[src/rtl/udma_uart_rx_core.sv]
`default_nettype none
// ============================================================================
//  Module   : udma_uart_rx_core
//  Brief    : UART serial-to-parallel receiver with latched frame config,
//             mid-bit sampling and a valid/ready holding register.
//  Revision : 1.0 - initial release
// ============================================================================
module udma_uart_rx_core #(
    parameter int SYNC_STAGES = 2
) (
    input  logic        clk_i,
    input  logic        rstn_i,
    input  logic        rx_i,
    input  logic        cfg_en_i,
    input  logic [15:0] cfg_div_i,
    input  logic        cfg_parity_en_i,
    input  logic [1:0]  cfg_bits_i,
    input  logic        cfg_stop_bits_i,
    output logic [7:0]  rx_data_o,
    output logic        rx_valid_o,
    input  logic        rx_ready_i,
    output logic        err_parity_o,
    output logic        err_overflow_o,
    output logic        busy_o
);

    // A synchronizer shorter than two flops is never safe; clamp it.
    localparam int SYNC_W = (SYNC_STAGES < 2) ? 2 : SYNC_STAGES;

    typedef enum logic [2:0] {
        IDLE   = 3'd0,
        START  = 3'd1,
        DATA   = 3'd2,
        PARITY = 3'd3,
        STOP1  = 3'd4,
        STOP2  = 3'd5
    } state_e;

    logic [SYNC_W-1:0] sync_q;
    logic              prev_q;
    logic              rxs;

    state_e      state_q, state_d;
    logic [15:0] cnt_q, cnt_d;
    logic [15:0] div_q, div_d;
    logic [1:0]  bits_q, bits_d;
    logic        par_en_q, par_en_d;
    logic        stop2_q, stop2_d;
    logic [2:0]  bit_idx_q, bit_idx_d;
    logic [7:0]  shreg_q, shreg_d;
    logic        par_q, par_d;
    logic        perr_q, perr_d;
    logic [7:0]  data_q, data_d;
    logic        valid_q, valid_d;
    logic        err_par_q, err_par_d;
    logic        err_ovf_q, err_ovf_d;
    logic        busy_q, busy_d;

    logic        sample;
    logic        boundary;
    logic        last_bit;
    logic        complete;

    assign rxs      = sync_q[SYNC_W-1];
    assign sample   = (cnt_q == (div_q >> 1));
    assign boundary = (cnt_q == div_q);
    // Index of the last data bit is N-1 = 4 + cfg_bits.
    assign last_bit = (bit_idx_q == {1'b1, bits_q});

    // Metastability synchronizer for the rx pin plus previous-sample flop for edge detection.
    always_ff @(posedge clk_i or negedge rstn_i) begin
        if (!rstn_i) begin
            sync_q <= '1;
            prev_q <= 1'b1;
        end else begin
            sync_q <= {sync_q[SYNC_W-2:0], rx_i};
            prev_q <= rxs;
        end
    end

    // State, timing, shift and holding registers.
    always_ff @(posedge clk_i or negedge rstn_i) begin
        if (!rstn_i) begin
            state_q   <= IDLE;
            cnt_q     <= '0;
            div_q     <= '0;
            bits_q    <= '0;
            par_en_q  <= 1'b0;
            stop2_q   <= 1'b0;
            bit_idx_q <= '0;
            shreg_q   <= '0;
            par_q     <= 1'b0;
            perr_q    <= 1'b0;
            data_q    <= '0;
            valid_q   <= 1'b0;
            err_par_q <= 1'b0;
            err_ovf_q <= 1'b0;
            busy_q    <= 1'b0;
        end else begin
            state_q   <= state_d;
            cnt_q     <= cnt_d;
            div_q     <= div_d;
            bits_q    <= bits_d;
            par_en_q  <= par_en_d;
            stop2_q   <= stop2_d;
            bit_idx_q <= bit_idx_d;
            shreg_q   <= shreg_d;
            par_q     <= par_d;
            perr_q    <= perr_d;
            data_q    <= data_d;
            valid_q   <= valid_d;
            err_par_q <= err_par_d;
            err_ovf_q <= err_ovf_d;
            busy_q    <= busy_d;
        end
    end

    // Next-state: frame FSM, bit timing, then holding-register update on completion.
    always_comb begin
        state_d   = state_q;
        cnt_d     = boundary ? 16'd0 : cnt_q + 16'd1;
        div_d     = div_q;
        bits_d    = bits_q;
        par_en_d  = par_en_q;
        stop2_d   = stop2_q;
        bit_idx_d = bit_idx_q;
        shreg_d   = shreg_q;
        par_d     = par_q;
        perr_d    = perr_q;
        data_d    = data_q;
        valid_d   = valid_q;
        err_par_d = 1'b0;
        err_ovf_d = 1'b0;
        complete  = 1'b0;

        case (state_q)
            IDLE: begin
                cnt_d = 16'd0;
                if (cfg_en_i && prev_q && !rxs) begin
                    // The detection cycle counts as cycle 0 of the start bit.
                    div_d     = cfg_div_i;
                    bits_d    = cfg_bits_i;
                    par_en_d  = cfg_parity_en_i;
                    stop2_d   = cfg_stop_bits_i;
                    bit_idx_d = 3'd0;
                    shreg_d   = 8'd0;
                    par_d     = 1'b0;
                    perr_d    = 1'b0;
                    // With div=0 the start bit is fully consumed in the detection cycle.
                    cnt_d     = (cfg_div_i == 16'd0) ? 16'd0 : 16'd1;
                    state_d   = (cfg_div_i == 16'd0) ? DATA : START;
                end
            end
            START: begin
                if (sample && rxs) begin
                    state_d = IDLE;
                end else if (boundary) begin
                    state_d = DATA;
                end
            end
            DATA: begin
                if (sample) begin
                    shreg_d[bit_idx_q] = rxs;
                    par_d              = par_q ^ rxs;
                end
                if (boundary) begin
                    if (last_bit) begin
                        state_d = par_en_q ? PARITY : STOP1;
                    end else begin
                        bit_idx_d = bit_idx_q + 3'd1;
                    end
                end
            end
            PARITY: begin
                if (sample) begin
                    perr_d = par_q ^ rxs;
                end
                if (boundary) begin
                    state_d = STOP1;
                end
            end
            STOP1: begin
                if (sample && !rxs) begin
                    state_d = IDLE;
                end else if (sample && !stop2_q) begin
                    complete = 1'b1;
                    state_d  = IDLE;
                end else if (boundary && stop2_q) begin
                    state_d = STOP2;
                end
            end
            STOP2: begin
                if (sample) begin
                    complete = rxs;
                    state_d  = IDLE;
                end
            end
            default: state_d = IDLE;
        endcase

        // Disabling the receiver aborts any partial frame silently.
        if (!cfg_en_i && (state_q != IDLE)) begin
            state_d  = IDLE;
            complete = 1'b0;
        end

        if (complete) begin
            if (!valid_q || rx_ready_i) begin
                data_d  = shreg_q;
                valid_d = 1'b1;
            end else begin
                err_ovf_d = 1'b1;
            end
            err_par_d = perr_q;
        end else if (valid_q && rx_ready_i) begin
            valid_d = 1'b0;
        end

        busy_d = (state_d != IDLE);
    end

    assign rx_data_o      = data_q;
    assign rx_valid_o     = valid_q;
    assign err_parity_o   = err_par_q;
    assign err_overflow_o = err_ovf_q;
    assign busy_o         = busy_q;

endmodule
`default_nettype wire

[config.mk]
export PLATFORM = sky130hd
export DESIGN_NAME = udma_uart_rx_core
export DESIGN_NICKNAME = d
export VERILOG_FILES = /design/src/rtl/udma_uart_rx_core.sv
export SDC_FILE = /design/constraint.sdc
export NUM_CORES = 1
export LEC_CHECK = 0
export CAP_MARGIN = 20
export CORE_ASPECT_RATIO = 1.5
export CORE_MARGIN = 4
export CORE_UTILIZATION = 48
export CTS_CLUSTER_DIAMETER = 120
export CTS_CLUSTER_SIZE = 25
export DETAILED_ROUTE_END_ITERATION = 12
export PLACE_DENSITY = 0.69
export SLEW_MARGIN = 30
export SYNTH_ARGS = -nofsm -noshare
export SYNTH_HDL_FRONTEND = slang
export SYNTH_SLANG_ARGS = --single-unit
[constraint.sdc]
create_clock -name clk_i -period 2.7 [get_ports clk_i]
set_clock_uncertainty 0.1 [all_clocks]
set_input_delay 0.81 -clock clk_i [delete_from_list [all_inputs] [get_ports clk_i]]
set_output_delay 0.81 -clock clk_i [all_outputs]
set_load 0.005 [all_outputs]
Yosys cells after proc, flatten, opt, wreduce, memory -nomap -nowiden
Cells that the tools add are included.
{"block": "classes", "addsub": 2, "magnitude_cmp": 2, "eq_ne": 14, "muxes": 43, "n_bitwise": 1, "reduce_logical": 27}
{"cell": "$mux W3", "n": 15}
{"cell": "$mux W16", "n": 2}
{"cell": "$pmux W3 S6", "n": 1}
{"cell": "$add A16 B1 Y16 const B", "n": 1}
{"cell": "$eq A16 B15 Y1", "n": 1}
{"cell": "$eq A16 B16 Y1", "n": 1}
{"cell": "$logic_not A16 Y1", "n": 1}
{"cell": "$mux W8", "n": 2}
{"cell": "$pmux W8 S2", "n": 1}
{"cell": "$mux W1", "n": 15}
{"cell": "$ne A2 B2 Y1 const B", "n": 5}
{"cell": "$logic_and A1 B1 Y1", "n": 9}
{"cell": "$bwmux W8", "n": 1}
{"cell": "$eq A3 B2 Y1 const B", "n": 2}
{"cell": "$eq A3 B3 Y1 const B", "n": 2}
{"cell": "$pmux W1 S2", "n": 3}
{"cell": "$pmux W3 S2", "n": 1}
{"cell": "$reduce_and A2 Y1", "n": 3}
{"cell": "$reduce_and A3 Y1", "n": 2}
{"cell": "$reduce_bool A2 Y1", "n": 3}
{"cell": "$reduce_bool A3 Y1", "n": 2}
{"cell": "$logic_not A1 Y1", "n": 4}
{"cell": "$lt A3 B4 Y1 const B", "n": 1}
{"cell": "$reduce_and A4 Y1", "n": 1}
{"cell": "10 further kinds", "n": 10}
{"block": "totals", "register_bits": 67, "in_bits": 25, "output_inout_bits": 12, "word_cells": 106}

Depth between registers and ports, before layout
{"block": "depth", "depth_word": 8, "depth_mapped": 8, "depth_no_buf": 6}

Worst setup path before layout
Ideal clock, no wire load.
{"block": "synth_timing", "path_kind": "register to register", "start": "reg cnt_q[3]", "end": "reg data_q[0] (netlist: rx_data_o[0])", "setup_time_ps": 125, "arrival_ps": 1880, "required_time_ps": 2475, "setup_slack_ps": 595, "stages_incl_launch_ff": 9, "n_path_buf": 2, "path_cell_list": "dfrtp_1 > buf_6 > xor2_2 > nor4_2 > and4_4 > nand4_4 > nand2b_4 > buf_6 > mux2_4"}
{"block": "synth_between", "elab_chain_len": 7, "elab_cells_between_ends": 9, "cone_classes": "eq/ne: 1; mux: 5; reduce/logical: 3"}
{"item": "start: declaration", "line_no": "44", "text": "logic [15:0] cnt_q, cnt_d;"}
{"item": "start signal: assignment", "line_no": "101", "text": "cnt_q <= cnt_d;"}
{"item": "$eq A16 B15 Y1 *", "line_no": "65", "text": "assign sample = (cnt_q == (div_q >> 1));"}
{"item": "$logic_and A1 B1 Y1", "line_no": "185", "text": "end else if (sample && !stop2_q) begin"}
{"item": "$mux W1", "line_no": "185"}
{"item": "$mux W1", "line_no": "183", "text": "if (sample && !rxs) begin"}
{"item": "$pmux W1 S2 *", "line_no": "136", "text": "case (state_q)"}
{"item": "$mux W1 *", "line_no": "202", "text": "if (!cfg_en_i && (state_q != IDLE)) begin"}
{"item": "$reduce_and A2 Y1 (no source line) *"}
{"item": "end signal: assignment", "line_no": "110", "text": "data_q <= data_d;"}
{"item": "end: declaration", "line_no": "53", "text": "logic [7:0] data_q, data_d;"}
Mark *: on every way between the ends. The rest lies on a longest branch, timed or not.
A chain may end at the register's enable or synchronous reset.

Worst setup path in the final report
{"block": "layout_timing", "start": "in cfg_div_i[2]", "end": "reg busy_q (netlist: busy_o)"}
{"block": "layout_between", "elab_chain_len": 6}
{"item": "start: declaration", "line_no": "15", "text": "input logic [15:0] cfg_div_i,"}
{"item": "$logic_not A16 Y1", "line_no": "151", "text": "state_d = (cfg_div_i == 16'd0) ? DATA : START;"}
{"item": "$mux W2", "line_no": "151"}
{"item": "$mux W3", "line_no": "139", "text": "if (cfg_en_i && prev_q && !rxs) begin"}
{"item": "$pmux W3 S6", "line_no": "136"}
{"item": "$mux W3", "line_no": "202"}
{"item": "$reduce_bool A3 Y1", "line_no": "219", "text": "busy_d = (state_d != IDLE);"}
{"item": "via busy_d", "line_no": "57", "text": "logic busy_q, busy_d;"}
{"item": "end signal: assignment", "line_no": "114", "text": "busy_q <= busy_d;"}
{"item": "end: declaration", "line_no": "57"}
The timed path passes the listed nets, and every way through them passes these cells.

==> metrics.md <==
| Metric | Value |
|---|---|
| Post-synth ARST share | `100%` |
| Initial antenna violation count | `0` |
| Gr ovfl total | `0` |
| DRC viols | `0` |
| Reg clk slew, reported paths | `0.07 ns` |
| Power per cell area | `753 mW/mm²` |
| Crit path buffers/inverters | `2` |
| Largest net degree at the start of global routing | `68` |
| Final hold vios | `0` |
| Register area share after synthesis | `48.0%` |
| Root buf cell | `clkbuf_8` |
| Synth cell types | `48` |
| First-pass GRT wire length | `12.3 mm` |
| Slowest CP cell | `clkdlybuf4s50_1` |
| Clock buffer depth | `2` |
| Ant. Diodes | `0` |
| Most frequent cells in the layout | `nand2_1, dfrtp_1, clkdlybuf4s50_1` |
| Rows | `37` |
| Worst setup SP type | `input pin` |
| Setup bufs post-CTS | `0` |
| Nets | `411` |
| Setup crit start | `cfg_div_i[2]` |
| Sw frac | `33.0%` |
| First drt pass iteration count | `4` |
| Area occupied by multi-input gates | `0.00167 mm²` |
| Layout cells sized above 1 | `13.4%` |
| Worst vdd ir | `0.000453 V` |
| Unrepaired setup endpoints after global routing | `false` |
| Die width | `77.8 µm` |
| Hold crit path type | `flip-flop to flip-flop` |
| Tmin final | `2.39 ns` |
| P_int | `2.09 mW` |
| Post-Syn Instances | `349` |
| Via density | `5.17` |
| WL final | `7.26 mm` |
| Crit Reg-Reg Startpoint | `cnt_q[2]` |
| ANT nets after route | `0` |
| Syn Area/Cell | `10.0 µm²` |
| Global routing's busiest layer | `met2` |
| Slew HR | `66.4%` |
| TritonCTS clock tree | `built` |
| Cts bufs inserted | `9` |
| Crit path arrival time | `2.52 ns` |
| Vias | `2513` |
| FMAX | `418 MHz` |
| Setup violations, final | `0` |
| Worst stage delay on the critical path | `0.42 ns` |
| Worst setup EP type | `flip-flop` |
| Post-Syn Area | `0.00350 mm²` |
| Post-Syn Nets | `376` |
| H-tree Lvls | `3` |
| Core area | `0.00699 mm²` |
| Final Cell Area | `0.00416 mm²` |
| WL/cell | `14.9 µm` |
| Critical Path Fanout Max | `2` |
| Hold Startpoint | `sync_q[0]` |
| Die area | `0.00876 mm²` |
| CTS Hold Bufs | `0` |
| Synth Flop Type | `dfrtp_1` |
| Status | `finished, final reports clean` |
| Placed inst area | `0.00394 mm²` |
| Met3 Resource Use GR | `3.45%` |
| P_sw | `1.03 mW` |
| Post-CTS Resized | `0` |
| Clk Latency, worst-skew pair | `0.35 ns` |
| Fillcell total | `602` |
| Slew Viols, Final | `0` |
| Post-detail-place hpwl | `5.39 mm` |
| Initial DRC count | `108` |
| CP Class | `input pin to flip-flop` |
| Area Growth Syn to Fin | `18.7%` |
| Max Cap Violations | `0` |
| Commonest non-fill, non-tap cell in the layout | `nand2_1` |
| IO Pins | `37` |
| M1 GR Usage | `20.3%` |
| Final worst-path cycle share | `88.7%` |
| Chip Height | `113 µm` |
| Final Wtd Congestion | `0.947` |
| Register bit total from synthesis | `67` |
| Power Total | `3.13 mW` |
| Synth warnings | `0` |
| Combinational share of power | `24.2%` |
| GR Layer Usage met2 | `31.5%` |
| Register area | `0.00168 mm²` |
| Cell family with most CP delay | `compound AO/OA/AOI/OAI gates` |
| Crit-path cells | `clkdlybuf4s50_1 > nor4_1 > buf_4 > nand4_1 > nand2_1 > a21boi_0 > o211ai_1 > a221o_1` |
| Slew @ Worst Pin | `0.500 ns` |
| CP required | `2.82 ns` |
| Vias in the first global route | `2575` |
| Clock tree sinks | `67` |
| Seq pwr share | `46.9%` |
| Post-Route Utilization | `59.5%` |
| Initial Util | `50.1%` |
| Port Buffers | `36` |
| Clock power share | `28.9%` |
| GR Util All Layers | `17.8%` |
| EDFF count, synth | `0` |
| Pleak | `1.88 nW` |
[cells by family (layout without fill, tap and decap cells)]
kind of cell,count (synthesis),after routing,share of synthesized area (%)
AO/OA/AOI/OAI,23,23,4.86
multiplexers,15,15,5.43
adder cells (fa/ha/maj),2,2,0.714
AND/OR/NAND/NOR,164,164,24.0
XOR/XNOR,49,49,12.7
flip-flops,67,67,48.0
buffers and inverters,29,69,4.36
[final timing paths]
check,endpoint,slack (ns),cells after the start
min in group asynchronous,err_overflow_o,0.35,2
worst max-delay path,busy_o,0.31,8
max in group asynchronous,cnt_q[4],1.83,2
worst max register to register,shreg_q[2],0.43,6
worst min register to register,sync_q[1],0.26,0
worst min-delay path,sync_q[1],0.26,0
[stage by stage]
| stage | hold slack (ns) | TNS [ns] | std cells | setup slack [ns] |
|---|---|---|---|---|
| finish | 0.259 | 0 | 486 | 0.306 |
| global route | 0.265 | 0 | 486 | 0.0330 |
| CTS | 0.259 | 0 | 486 | 0.304 |
| detailed placement | 0.249 | -0.0646 | 470 | -0.0646 |
| global placement | 0.248 | -0.0128 | 470 | -0.0128 |
| floorplan | 0.245 | 0 | 349 | 0.595 |
[layer usage]
layer | up-vias | part of all wire, % | wire length (µm)
met5 | - | 0 | 0
met4 | 0 | 2.4 | 176
met3 | 16 | 2.7 | 198
met2 | 42 | 54 | 3950
met1 | 1218 | 41 | 2940
li1 | 1237 | - | -
[state kept, by name, summed over array words and instances, names as in the netlist, 2 cells and up]
signal     flops
rx_data_o      8
div_q         16
bit_idx_q      3
sync_q         2
shreg_q        8
state_q        3
bits_q         2
cnt_q         16
[power by group through the flow]
| stage | registers [mW] | logic (mW) | clock network, mW |
|---|---|---|---|
| 2_1_floorplan | 1.38 | 0.626 | 0 |
| 3_3_place_gp | 1.48 | 0.751 | 0 |
| 3_5_place_dp | 1.49 | 0.770 | 0 |
| 4_1_cts | 1.47 | 0.772 | 0.928 |
| 5_1_grt | 1.49 | 0.861 | 0.968 |
| 6_report | 1.47 | 0.757 | 0.904 |
[layout make-up]
type | instances | share of cell area [%]
Multi-Input combinational cell | 253 | 40.2
Clock buffer | 9 | 2.98
Timing Repair Buffer | 46 | 10.7
Clock inverter | 7 | 2.23
Sequential cell | 67 | 40.4
Inverter | 7 | 0.632
Tap cell | 97 | 2.92
[cells in the mapped netlist, types with 5 or more instances]
cell type	count	area share [%]
nand2_1	77	8.3
dfrtp_1	64	46
nor2_1	28	3.0
xor2_1	24	6.0
xnor2_1	23	5.7
clkbuf_1	14	1.5
nand3_1	13	1.9
nand4_1	9	1.6
mux2_4	8	3.4
o21ai_0	8	1.1
inv_1	7	0.75
mux2i_1	7	2.0
buf_6	5	1.6
nor4_1	5	0.89
(Power assumes the default switching activity.)
